### src/rtl/bcd_pkg.sv
`default_nettype none
// ============================================================================
// bcd_pkg : shared types and constants for the binary-to-BCD converter
// Rev 1.0
// ============================================================================
package bcd_pkg;

    typedef enum logic [1:0] {
        IDLE  = 2'd0,
        SHIFT = 2'd1,
        LATCH = 2'd2
    } state_t;

    localparam logic [3:0] DIGIT_BLANK = 4'hF;
    localparam logic [3:0] DIGIT_NINE  = 4'h9;

    function automatic int unsigned max_val(input int unsigned digits);
        int unsigned p;
        p = 1;
        for (int unsigned i = 0; i < digits; i++) begin
            p = p * 10;
        end
        return p - 1;
    endfunction

endpackage
`default_nettype wire

### src/rtl/bcd_add3.sv
`default_nettype none
// ============================================================================
// bcd_add3 : one double-dabble digit correction stage (+3 when digit >= 5)
// Rev 1.0
// ============================================================================
module bcd_add3 (
    input  logic [3:0] i_digit,
    output logic [3:0] o_digit
);

    // Inputs never exceed 9 in a valid scratch, so the sum fits in 4 bits.
    assign o_digit = (i_digit >= 4'd5) ? (i_digit + 4'd3) : i_digit;

endmodule
`default_nettype wire

### src/rtl/bin2bcd_seq.sv
`default_nettype none
// ============================================================================
// bin2bcd_seq : sequential double-dabble binary-to-BCD converter, 1 bit/clock
// Optional macro BIN2BCD_BLANK_LEADING_EN blanks leading zero digits (4'hF).
// Rev 1.0
// ============================================================================
module bin2bcd_seq
    import bcd_pkg::*;
#(
    parameter int BIN_W  = 14,
    parameter int DIGITS = 4
) (
    input  logic                  clk,
    input  logic                  rst,
    input  logic                  start,
    input  logic [BIN_W-1:0]      bin,
    output logic                  busy,
    output logic                  done,
    output logic [4*DIGITS-1:0]   bcd,
    output logic                  overflow
);

    localparam int              BCD_W  = 4 * DIGITS;
    localparam int              CNT_W  = $clog2(BIN_W + 1);
    localparam logic [31:0]     c_MAX  = 32'(max_val(DIGITS));
    localparam logic [CNT_W-1:0] c_LAST = CNT_W'(BIN_W - 1);

    state_t             r_state;
    state_t             w_next;
    logic [BIN_W-1:0]   r_bin;
    logic [BCD_W-1:0]   r_scratch;
    logic [BCD_W-1:0]   w_adj;
    logic [BCD_W-1:0]   w_final;
    logic [CNT_W-1:0]   r_cnt;
    logic               r_ovf_pend;
    logic               r_done;
    logic [BCD_W-1:0]   r_bcd;
    logic               r_overflow;
    logic               w_last;

    assign w_last   = (r_cnt == c_LAST);
    assign busy     = (r_state != IDLE);
    assign done     = r_done;
    assign bcd      = r_bcd;
    assign overflow = r_overflow;

    generate
        for (genvar g = 0; g < DIGITS; g++) begin : g_add3
            bcd_add3 u_add3 (
                .i_digit (r_scratch[4*g +: 4]),
                .o_digit (w_adj[4*g +: 4])
            );
        end
    endgenerate

    always_ff @(posedge clk or negedge rst) begin
        if (!rst) begin
            r_state <= IDLE;
        end else begin
            r_state <= w_next;
        end
    end

    always_comb begin
        w_next = r_state;
        case (r_state)
            IDLE:    if (start) w_next = SHIFT;
            SHIFT:   if (w_last) w_next = LATCH;
            LATCH:   w_next = IDLE;
            default: w_next = IDLE;
        endcase
    end

    // Leading-zero blanking scans from the MSD down; digit 0 always shows.
    always_comb begin
        w_final = r_scratch;
`ifdef BIN2BCD_BLANK_LEADING_EN
        begin : blank_scan
            logic w_lead;
            w_lead = 1'b1;
            for (int d = DIGITS - 1; d > 0; d--) begin
                if (w_lead && (r_scratch[4*d +: 4] == 4'h0)) begin
                    w_final[4*d +: 4] = DIGIT_BLANK;
                end else begin
                    w_lead = 1'b0;
                end
            end
        end
`endif
    end

    always_ff @(posedge clk or negedge rst) begin
        if (!rst) begin
            r_bin      <= '0;
            r_scratch  <= '0;
            r_cnt      <= '0;
            r_ovf_pend <= 1'b0;
            r_done     <= 1'b0;
            r_bcd      <= '0;
            r_overflow <= 1'b0;
        end else begin
            r_done <= 1'b0;
            case (r_state)
                IDLE: begin
                    if (start) begin
                        r_bin      <= bin;
                        r_scratch  <= '0;
                        r_cnt      <= '0;
                        r_ovf_pend <= (32'(bin) > c_MAX);
                    end
                end
                SHIFT: begin
                    // Bits pushed past the top digit are dropped; saturation covers them.
                    {r_scratch, r_bin} <= {w_adj[BCD_W-2:0], r_bin, 1'b0};
                    r_cnt              <= r_cnt + 1'b1;
                end
                LATCH: begin
                    r_bcd      <= r_ovf_pend ? {DIGITS{DIGIT_NINE}} : w_final;
                    r_overflow <= r_ovf_pend;
                    r_done     <= 1'b1;
                end
                default: ;
            endcase
        end
    end

endmodule
`default_nettype wire
### config.mk
export PLATFORM = sky130hd
export DESIGN_NAME = bin2bcd_seq
export DESIGN_NICKNAME = d
export VERILOG_FILES = /design/src/rtl/bcd_pkg.sv /design/src/rtl/bcd_add3.sv /design/src/rtl/bin2bcd_seq.sv
export SDC_FILE = /design/constraint.sdc
export NUM_CORES = 1
export LEC_CHECK = 0
export BUFFER_PORTS_ARGS = -buffer_cell sky130_fd_sc_hd__clkbuf_2
export CAP_MARGIN = 20
export CORE_MARGIN = 5
export CORE_UTILIZATION = 35
export DETAILED_ROUTE_END_ITERATION = 16
export PLACE_DENSITY = 0.64
export SLEW_MARGIN = 20
export SYNTH_ARGS = -nofsm -noshare
export SYNTH_HDL_FRONTEND = slang
export SYNTH_HIERARCHICAL = 1
export SYNTH_SLANG_ARGS = --single-unit
### constraint.sdc
create_clock -name clk -period 1.84 [get_ports clk]
set_clock_uncertainty 0.2 [all_clocks]
set_input_delay 0.368 -clock clk [delete_from_list [all_inputs] [get_ports clk]]
set_output_delay 0.368 -clock clk [all_outputs]
set_load 0.01 [all_outputs]
==> run metrics, run 1 <==
Post-Layout Inst Area=0.00316 mm²; Peak VDD IR=0.588 mV; Clock Sinks=55; Post-Route Utilization=0.411; Syn Area/Cell=9.13 µm²; Mapped Nets=328; LEAKAGE=1.55 nW; DRT iter0 DRCs=around 110; WL per Instance=around 12 µm; commonest non-fill, non-tap cells in the layout=nand2_1 (69), dfrtp_1 (54), clkbuf_2 (35), nor2_1 (25), nand3_1 (22); power density over cell area=1770 mW/mm²; area of the mapped netlist=0.00275 mm²; RSZ-0062 raised after global routing=false; final worst slack=57.7 ps; Via-to-Cell Ratio=approximately 4.7; Congestion Overflow GR=0; clk buf depth=2; clk_lat worst skew=320 ps; Post-Route WL=5410 µm; CTS HTree Levels=2; Sw Share=0.406; remaining antenna violation count after routing=0; # IOs=36; Gate power share=0.440; # rows=32; diode count=0; worst endpoint data arrival time=between 1000 and 1500 ps; area post-placement=between 0.003 and 0.004 mm²; Area growth, synth to finish=14.9%; status=complete, no violations; Clk pwr share=0.154; crit path kind=register to output port; Worst Hold Class=input port to register; critical path startpoint category=register; share of power burned in registers=0.406; Clock transition at path regs=100 ps; # nets final=363; die width=98.6 µm; Final TNS setup=0 ps; input/output buffers=35; Max Clk Rate=561 MHz; TritonCTS clock tree=built; Core Box Area=0.00769 mm²; worst path required time=1270 ps; final hold violation count=0; vias in the first global route=2,115; first-pass GRT wire length=9830 µm; router iterations before antenna repair=5; Max Slew Vio Count=0; CP endpoint kind=output port; Initial Utilization=0.357; global router's overall resource usage=0.123; pre-CTS setup slack=about 220 ps; dpl hpwl=3760 µm; final setup vio count=0; minimum clock period=1780 ps; Num CTS Buffers=5; Crit Path Max Fanout=7; commonest non-fill, non-tap cell in the layout=nand2_1; Tcrit/Tclk final=0.969; antenna violations before repair=0; YS warnings=6; GP Congestion=0.827; DRC Markers=0; largest net degree at the start of global routing=44; placed cells=430; Die H=98.6 µm; relative slew slack=0.601; share of cells above drive strength 1=0.205; via count=around 2,100; final std cells w/o fill=approximately 440; Root Buffer=clkbuf_8; internal power=around 3.3 mW; Post-Synthesis Cells=301; Worst Tran Pin Value=599 ps; register-to-register setup slack=200 ps; sw power=around 2.3 mW; MaxCap Viol Count=0; die area=0.00972 mm²
## sequential cells by signal (all words and copies together), names as in the netlist
name and cells:
bcd 16, r_scratch 16, r_bin 14, r_cnt 4, r_state 2, done 1
overflow 1, r_ovf_pend 1
## cell type report
cell class,count,area (µm²)
well taps,102,128
multi-input cells,218,1220
inverters,10,37.5
flip-flops and latches,55,1380
clock inverters,2,38.8
repair buffers,46,273
clock buffers,6,82.6
fillers,802,4530
## path summary, 6_finish.rpt
| check | start | cells past startpoint | end |
|---|---|---|---|
| setup / recovery | r_state[0] | 2 | busy |
| hold / removal | bin[0] | 3 | r_bin[0] |
| setup reg to reg | r_scratch[9] | 7 | r_scratch[10] |
| hold reg to reg | bcd[4] | 2 | bcd[4] |
| max in group asynchronous | rst | 3 | r_bin[6] |
| min in group asynchronous | rst | 2 | r_bin[8] |
## layer usage
metal  wire [µm]  global-route usage  vias to the layer above
li1            -                   -                     1069
met2        2330               0.186                       51
met5           0                   0                        -
met1        2710               0.170                      955
met4          66              0.0452                        0
met3         297              0.0318                        6
## timing repair
item | in CTS | in global routing
hold endpoints to repair | 12 | 0
setup endpoints to repair | 0 | 1
setup buffers | 0 | 0
resized for setup | 0 | 1
hold buffers | 1 | 0
## critical path, cell delays in order (launching register included)
cell      delay (ps)
dfrtp_2          450
or2_2            310
clkbuf_2         130
## power groups by stage
stage                     Clock [mW]  Sequential (mW)  Combinational, mW
after floorplan                    0             2.21               1.89
after global placement             0             2.27               2.42
after detailed placement           0             2.29               2.49
after CTS                      0.890             2.27               2.50
after global routing           0.950             2.37               2.85
final                          0.856             2.26               2.45
## per-stage QoR
stage	total power, mW	hold WS, ps
after floorplan	4.10	-128
after global placement	4.69	92.5
after detailed placement	4.78	93.2
after CTS	5.65	38.5
after global routing	6.17	57.7
final	5.57	46.5
(Power assumes the default switching activity.)
==> inputs of run 2 (changes only) <==
--- a/config.mk
+++ b/config.mk
@@ -7,6 +7,7 @@
 export LEC_CHECK = 0
 export BUFFER_PORTS_ARGS = -buffer_cell sky130_fd_sc_hd__clkbuf_2
 export CAP_MARGIN = 20
+export CORE_ASPECT_RATIO = 0.75
 export CORE_MARGIN = 5
 export CORE_UTILIZATION = 35
 export DETAILED_ROUTE_END_ITERATION = 16
==> run metrics, run 2 (synthesis results as in run 1) <==
met2 wire len=2370 µm (was 2330 µm); relative slew slack=0.628 (was 0.601); DRC Markers=0 (unchanged); Root Buffer=clkbuf_8 (unchanged); Congestion Overflow GR=0 (unchanged); sw power=2.28 mW (was 2.26 mW); Final TNS setup=0 ps (unchanged); LEAKAGE=1.56 nW (was 1.55 nW); # rows=28 (was 32); Tcrit/Tclk final=0.968 (was 0.969); commonest non-fill, non-tap cells in the layout=nand2_1 (69), dfrtp_1 (54), clkbuf_2 (35), nor2_1 (25), nand3_1 (22) (unchanged); antenna violations before repair=0 (unchanged); register-to-register setup slack=150 ps (was 200 ps); RSZ-0062 raised after global routing=false (unchanged); Clock Sinks=55 (unchanged); Num CTS Buffers=5 (unchanged); Via-to-Cell Ratio=4.69 (was 4.74); clk buf depth=2 (unchanged); GP Congestion=0.773 (was 0.827); Die H=86.7 µm (was 98.6 µm); power density over cell area=1790 mW/mm² (was 1770 mW/mm²); CTS HTree Levels=2 (unchanged); DRT met1 WL=2890 µm (was 2710 µm); clk_lat worst skew=310 ps (was 320 ps); dpl hpwl=3870 µm (was 3760 µm); MaxCap Viol Count=0 (unchanged); max layer used=met4 (unchanged); final hold violation count=0 (unchanged); commonest non-fill, non-tap cell in the layout=nand2_1 (unchanged); Crit Path Max Fanout=7 (unchanged); largest net degree at the start of global routing=56 (was 44); global router's overall resource usage=0.119 (was 0.123); Area growth, synth to finish=16.1% (was 14.9%); final setup vio count=0 (unchanged); slowest stage delay, CP=450 ps (about the same); diode count=0 (unchanged); Multi-input gate area=0.00122 mm² (unchanged); internal power=3.44 mW (was 3.31 mW); Layout fillers=802 (unchanged); router iterations before antenna repair=4 (was 5); placed cells=432 (was 430); Buf+Inv Stages, Crit Path=1 (unchanged); worst endpoint data arrival time=1210 ps (about the same); die width=112 µm (was 98.6 µm); WL per Instance=12.6 µm (was 12.3 µm); remaining antenna violation count after routing=0 (unchanged); minimum clock period=1780 ps (about the same); Clock transition at path regs=90 ps (was 100 ps); Clk pwr share=0.165 (was 0.154); via count=2,068 (was 2,081); critical path startpoint category=register (unchanged); worst path required time=1270 ps (about the same); Sw Share=0.399 (was 0.406); critical path cell sequence=or2_2 > clkbuf_2 (unchanged); vias in the first global route=2,020 (was 2,115); input/output buffers=35 (unchanged); DRT iter0 DRCs=167 (was 106); Max Slew Vio Count=0 (unchanged); # IOs=36 (unchanged); # nets final=362 (was 363); final std cells w/o fill=441 (was 439); Initial Utilization=0.353 (was 0.357); slowest CP cell=dfrtp_1 (was dfrtp_2); share of power burned in registers=0.397 (was 0.406); Worst Tran Pin Value=558 ps (was 599 ps); Max Clk Rate=562 MHz (was 561 MHz); Tot Pwr=5.72 mW (was 5.57 mW); TritonCTS clock tree=built (unchanged); Gate power share=0.438 (was 0.440); storage element area=0.00138 mm² (unchanged); Core Box Area=0.00778 mm² (was 0.00769 mm²); Post-CTS Setup Bufs=0 (unchanged); met3 WL=262 µm (was 297 µm); Post-Route WL=5570 µm (was 5410 µm); CP delay by family, top=flip-flops (unchanged); Peak VDD IR=0.602 mV (was 0.588 mV); CP endpoint kind=output port (unchanged); crit path kind=register to output port (unchanged); Worst Hold Class=input port to register (unchanged); first-pass GRT wire length=9380 µm (was 9830 µm); share of cells above drive strength 1=0.199 (was 0.205); status=complete, no violations (unchanged); die area=0.00974 mm² (was 0.00972 mm²)
-- run 2: worst paths after layout --
path	start	to	depth (start not counted)
worst max-delay path	r_state[0]	busy	2
worst min-delay path	bin[0]	r_bin[0]	3
worst max register to register	r_scratch[0]	r_scratch[2]	6
worst min register to register	r_cnt[3]	r_cnt[3]	1
max in group asynchronous	rst	r_state[1]	3
min in group asynchronous	rst	bcd[3]	3
-- run 2: timing repair --
| action | CTS | global route |
|---|---|---|
| hold endpoints to repair | 55 | 0 |
| hold buffers | 1 | 0 |
| setup endpoints to repair | 0 | 1 |
| resized for setup | 0 | 1 |
-- run 2: cell type report --
type	count	share of cell area
Sequential cell	55	0.432
Multi-Input combinational cell	218	0.383
Timing Repair Buffer	45	0.0910
Tap cell	105	0.0412
Clock buffer	6	0.0227
Clock inverter	2	0.0188
Inverter	10	0.0118
-- run 2: worst register-to-register path, stage by stage, from the launching register on --
cell      delay (ps)
dfrtp_1          460
ha_1             240
nand2b_1         180
a21oi_2          210
mux2i_1          220
nand2_1           70
nand2_1           50
-- run 2: metrics by stage --
step	utilization	cell area, µm²	hold WS, ps	setup WS, ps
4_1_cts	0.410	3190	55.1	30.6
3_5_place_dp	0.392	3050	196	178
2_1_floorplan	-	2750	-128	301
3_3_place_gp	0.392	3050	197	269
5_1_grt	0.410	3190	56.7	3.48
6_report	0.410	3190	58.2	59.6
-- run 2: routing by layer --
| metal | vias up | GRT usage |
|---|---|---|
| met2 | 43 | 0.186 |
| li1 | 1066 | - |
| met4 | 0 | 0.0328 |
| met3 | 6 | 0.0321 |
| met1 | 953 | 0.165 |
| met5 | - | 0 |
-- run 2: power groups by stage --
stage	registers, mW	clock network [mW]	logic, mW
3_5_place_dp	2.29	0	2.55
3_3_place_gp	2.26	0	2.47
2_1_floorplan	2.21	0	1.89
5_1_grt	2.35	1.01	2.88
4_1_cts	2.27	0.971	2.55
6_report	2.27	0.945	2.51
==> inputs of run 3 (changes only) <==
--- a/config.mk
+++ b/config.mk
@@ -5,6 +5,7 @@
 export SDC_FILE = /design/constraint.sdc
 export NUM_CORES = 1
 export LEC_CHECK = 0
+export ABC_AREA = 1
 export BUFFER_PORTS_ARGS = -buffer_cell sky130_fd_sc_hd__clkbuf_2
 export CAP_MARGIN = 20
 export CORE_ASPECT_RATIO = 0.75
==> run metrics, run 3 <==
status=complete, no violations (unchanged); vias in the first global route=2,210 (was 2,020); Buf+Inv Stages, Crit Path=2 (was 1); global router's overall resource usage=0.127 (was 0.119); LEAKAGE=1.66 nW (was 1.56 nW); Crit path depth=3 (was 2); clk_lat worst skew=310 ps (about the same); worst endpoint data arrival time=1020 ps (was 1210 ps); Crit Path Max Fanout=5 (was 7); Peak VDD IR=0.437 mV (was 0.602 mV); Core Box Area=0.00785 mm² (was 0.00778 mm²); die width=113 µm (was 112 µm); Fin Hold WS=86.5 ps (was 58.2 ps); Post-Layout Inst Area=0.00323 mm² (was 0.00319 mm²); Tcrit/Tclk final=0.866 (was 0.968); power density over cell area=1630 mW/mm² (was 1790 mW/mm²); Post-Synthesis Cells=356 (was 301); Post-Route Utilization=0.411 (was 0.410); antenna violations before repair=0 (unchanged); Post-Route WL=5790 µm (was 5570 µm); critical path startpoint category=register (unchanged); diode count=0 (unchanged); area post-placement=0.00313 mm² (was 0.00305 mm²); DRT iter0 DRCs=62 (was 167); first-pass GRT wire length=10,200 µm (was 9380 µm); RSZ-0062 raised after global routing=false (unchanged); Layout fillers=812 (was 802); Congestion Overflow GR=0 (unchanged); cells on worst reg2reg path=8 (was 6); minimum clock period=1590 ps (was 1780 ps); WL per Instance=11.5 µm (was 12.6 µm); critical path cell sequence=inv_2 > nand2_1 > clkbuf_2 (was or2_2 > clkbuf_2); Initial Utilization=0.356 (was 0.353); router iterations before antenna repair=4 (unchanged); PostCTS Resize Cnt=0 (unchanged); worst path required time=1270 ps (about the same); slowest CP cell=dfrtp_1 (unchanged); remaining antenna violation count after routing=0 (unchanged); CP delay by family, top=flip-flops (unchanged); Root Buffer=clkbuf_8 (unchanged); final setup vio count=0 (unchanged); input/output buffers=35 (unchanged); Area growth, synth to finish=15.4% (was 16.1%); CP endpoint kind=output port (unchanged); clk buf depth=2 (unchanged); relative slew slack=0.774 (was 0.628); Die H=87.4 µm (was 86.7 µm); final hold violation count=0 (unchanged); # rows=28 (unchanged); largest net degree at the start of global routing=56 (unchanged); dpl hpwl=4250 µm (was 3870 µm); # nets final=423 (was 362); Max Slew Vio Count=0 (unchanged); Syn Area/Cell=7.86 µm² (was 9.13 µm²); Mapped Nets=383 (was 328); Num CTS Buffers=5 (unchanged); via count=2,223 (was 2,068); commonest non-fill, non-tap cells in the layout=nand2_1 (129), dfrtp_1 (55), inv_1 (38), o21ai_0 (37), clkbuf_2 (35) (was nand2_1 (69), dfrtp_1 (54), clkbuf_2 (35), nor2_1 (25), nand3_1 (22)); Worst Hold Class=input port to register (unchanged); TritonCTS clock tree=built (unchanged); DRC Markers=0 (unchanged); Clock Sinks=55 (unchanged); share of cells above drive strength 1=0.199 (about the same); slowest stage delay, CP=410 ps (was 450 ps); Tot Pwr=5.27 mW (was 5.72 mW); Via-to-Cell Ratio=4.43 (was 4.69); GP Congestion=0.794 (was 0.773); Max Clk Rate=628 MHz (was 562 MHz); MaxCap Viol Count=0 (unchanged); hold path depth=3 (unchanged); area of the mapped netlist=0.00280 mm² (was 0.00275 mm²); # IOs=36 (unchanged); commonest non-fill, non-tap cell in the layout=nand2_1 (unchanged); CTS HTree Levels=2 (unchanged); crit path kind=register to output port (unchanged); Clock transition at path regs=100 ps (was 90 ps); YS warnings=6 (unchanged); Worst Tran Pin Value=338 ps (was 558 ps); Final TNS setup=0 ps (unchanged); die area=0.00990 mm² (was 0.00974 mm²)
## run 3: routing by layer
layer | GRT usage | share of wire | vias to the layer above
li1 | - | - | 1176
met1 | 0.174 | 0.50 | 1019
met2 | 0.206 | 0.46 | 20
met3 | 0.0222 | 0.029 | 8
met4 | 0.0393 | 0.013 | 0
met5 | 0 | 0 | -
## run 3: area by class of cell
class / count / area (µm²) / area share
flip-flops and latches: 55 / 1380 / 0.427
multi-input cells: 247 / 1210 / 0.374
well taps: 105 / 131 / 0.0407
clock inverters: 3 / 20.0 / 0.00620
inverters: 45 / 169 / 0.0523
clock buffers: 5 / 68.8 / 0.0213
repair buffers: 42 / 255 / 0.0791
## run 3: final timing paths
kind | slack (ps) | start | end
worst max-delay path | 250 | r_state[1] | busy
worst min-delay path | 90 | bin[0] | r_bin[0]
worst max register to register | 270 | r_scratch[4] | r_scratch[6]
worst min register to register | 290 | bcd[13] | bcd[13]
max in group asynchronous | 820 | rst | r_scratch[6]
min in group asynchronous | 370 | rst | r_bin[2]
## run 3: what timing repair did
| action | in CTS | in global routing |
|---|---|---|
| setup buffers | 0 | 0 |
| hold buffers | 1 | 0 |
| endpoints found under the setup margin | 0 | 0 |
| hold endpoints to repair | 55 | 0 |
## run 3: worst min-delay path, stage by stage
cell and delay (ps):
clkbuf_2 80, inv_1 50, o22ai_1 70
## run 3: stage by stage
step / setup WS (ps) / std cells
global placement: 321 / 493
finish: 247 / 502
detailed placement: 296 / 493
global route: 152 / 502
floorplan: 425 / 356
CTS: 228 / 502
## run 3: report_power, final
part           switching, mW  internal, mW
Sequential             0.381          1.70
Combinational           1.54         0.971
Clock                  0.405         0.266
Total                   2.33          2.94
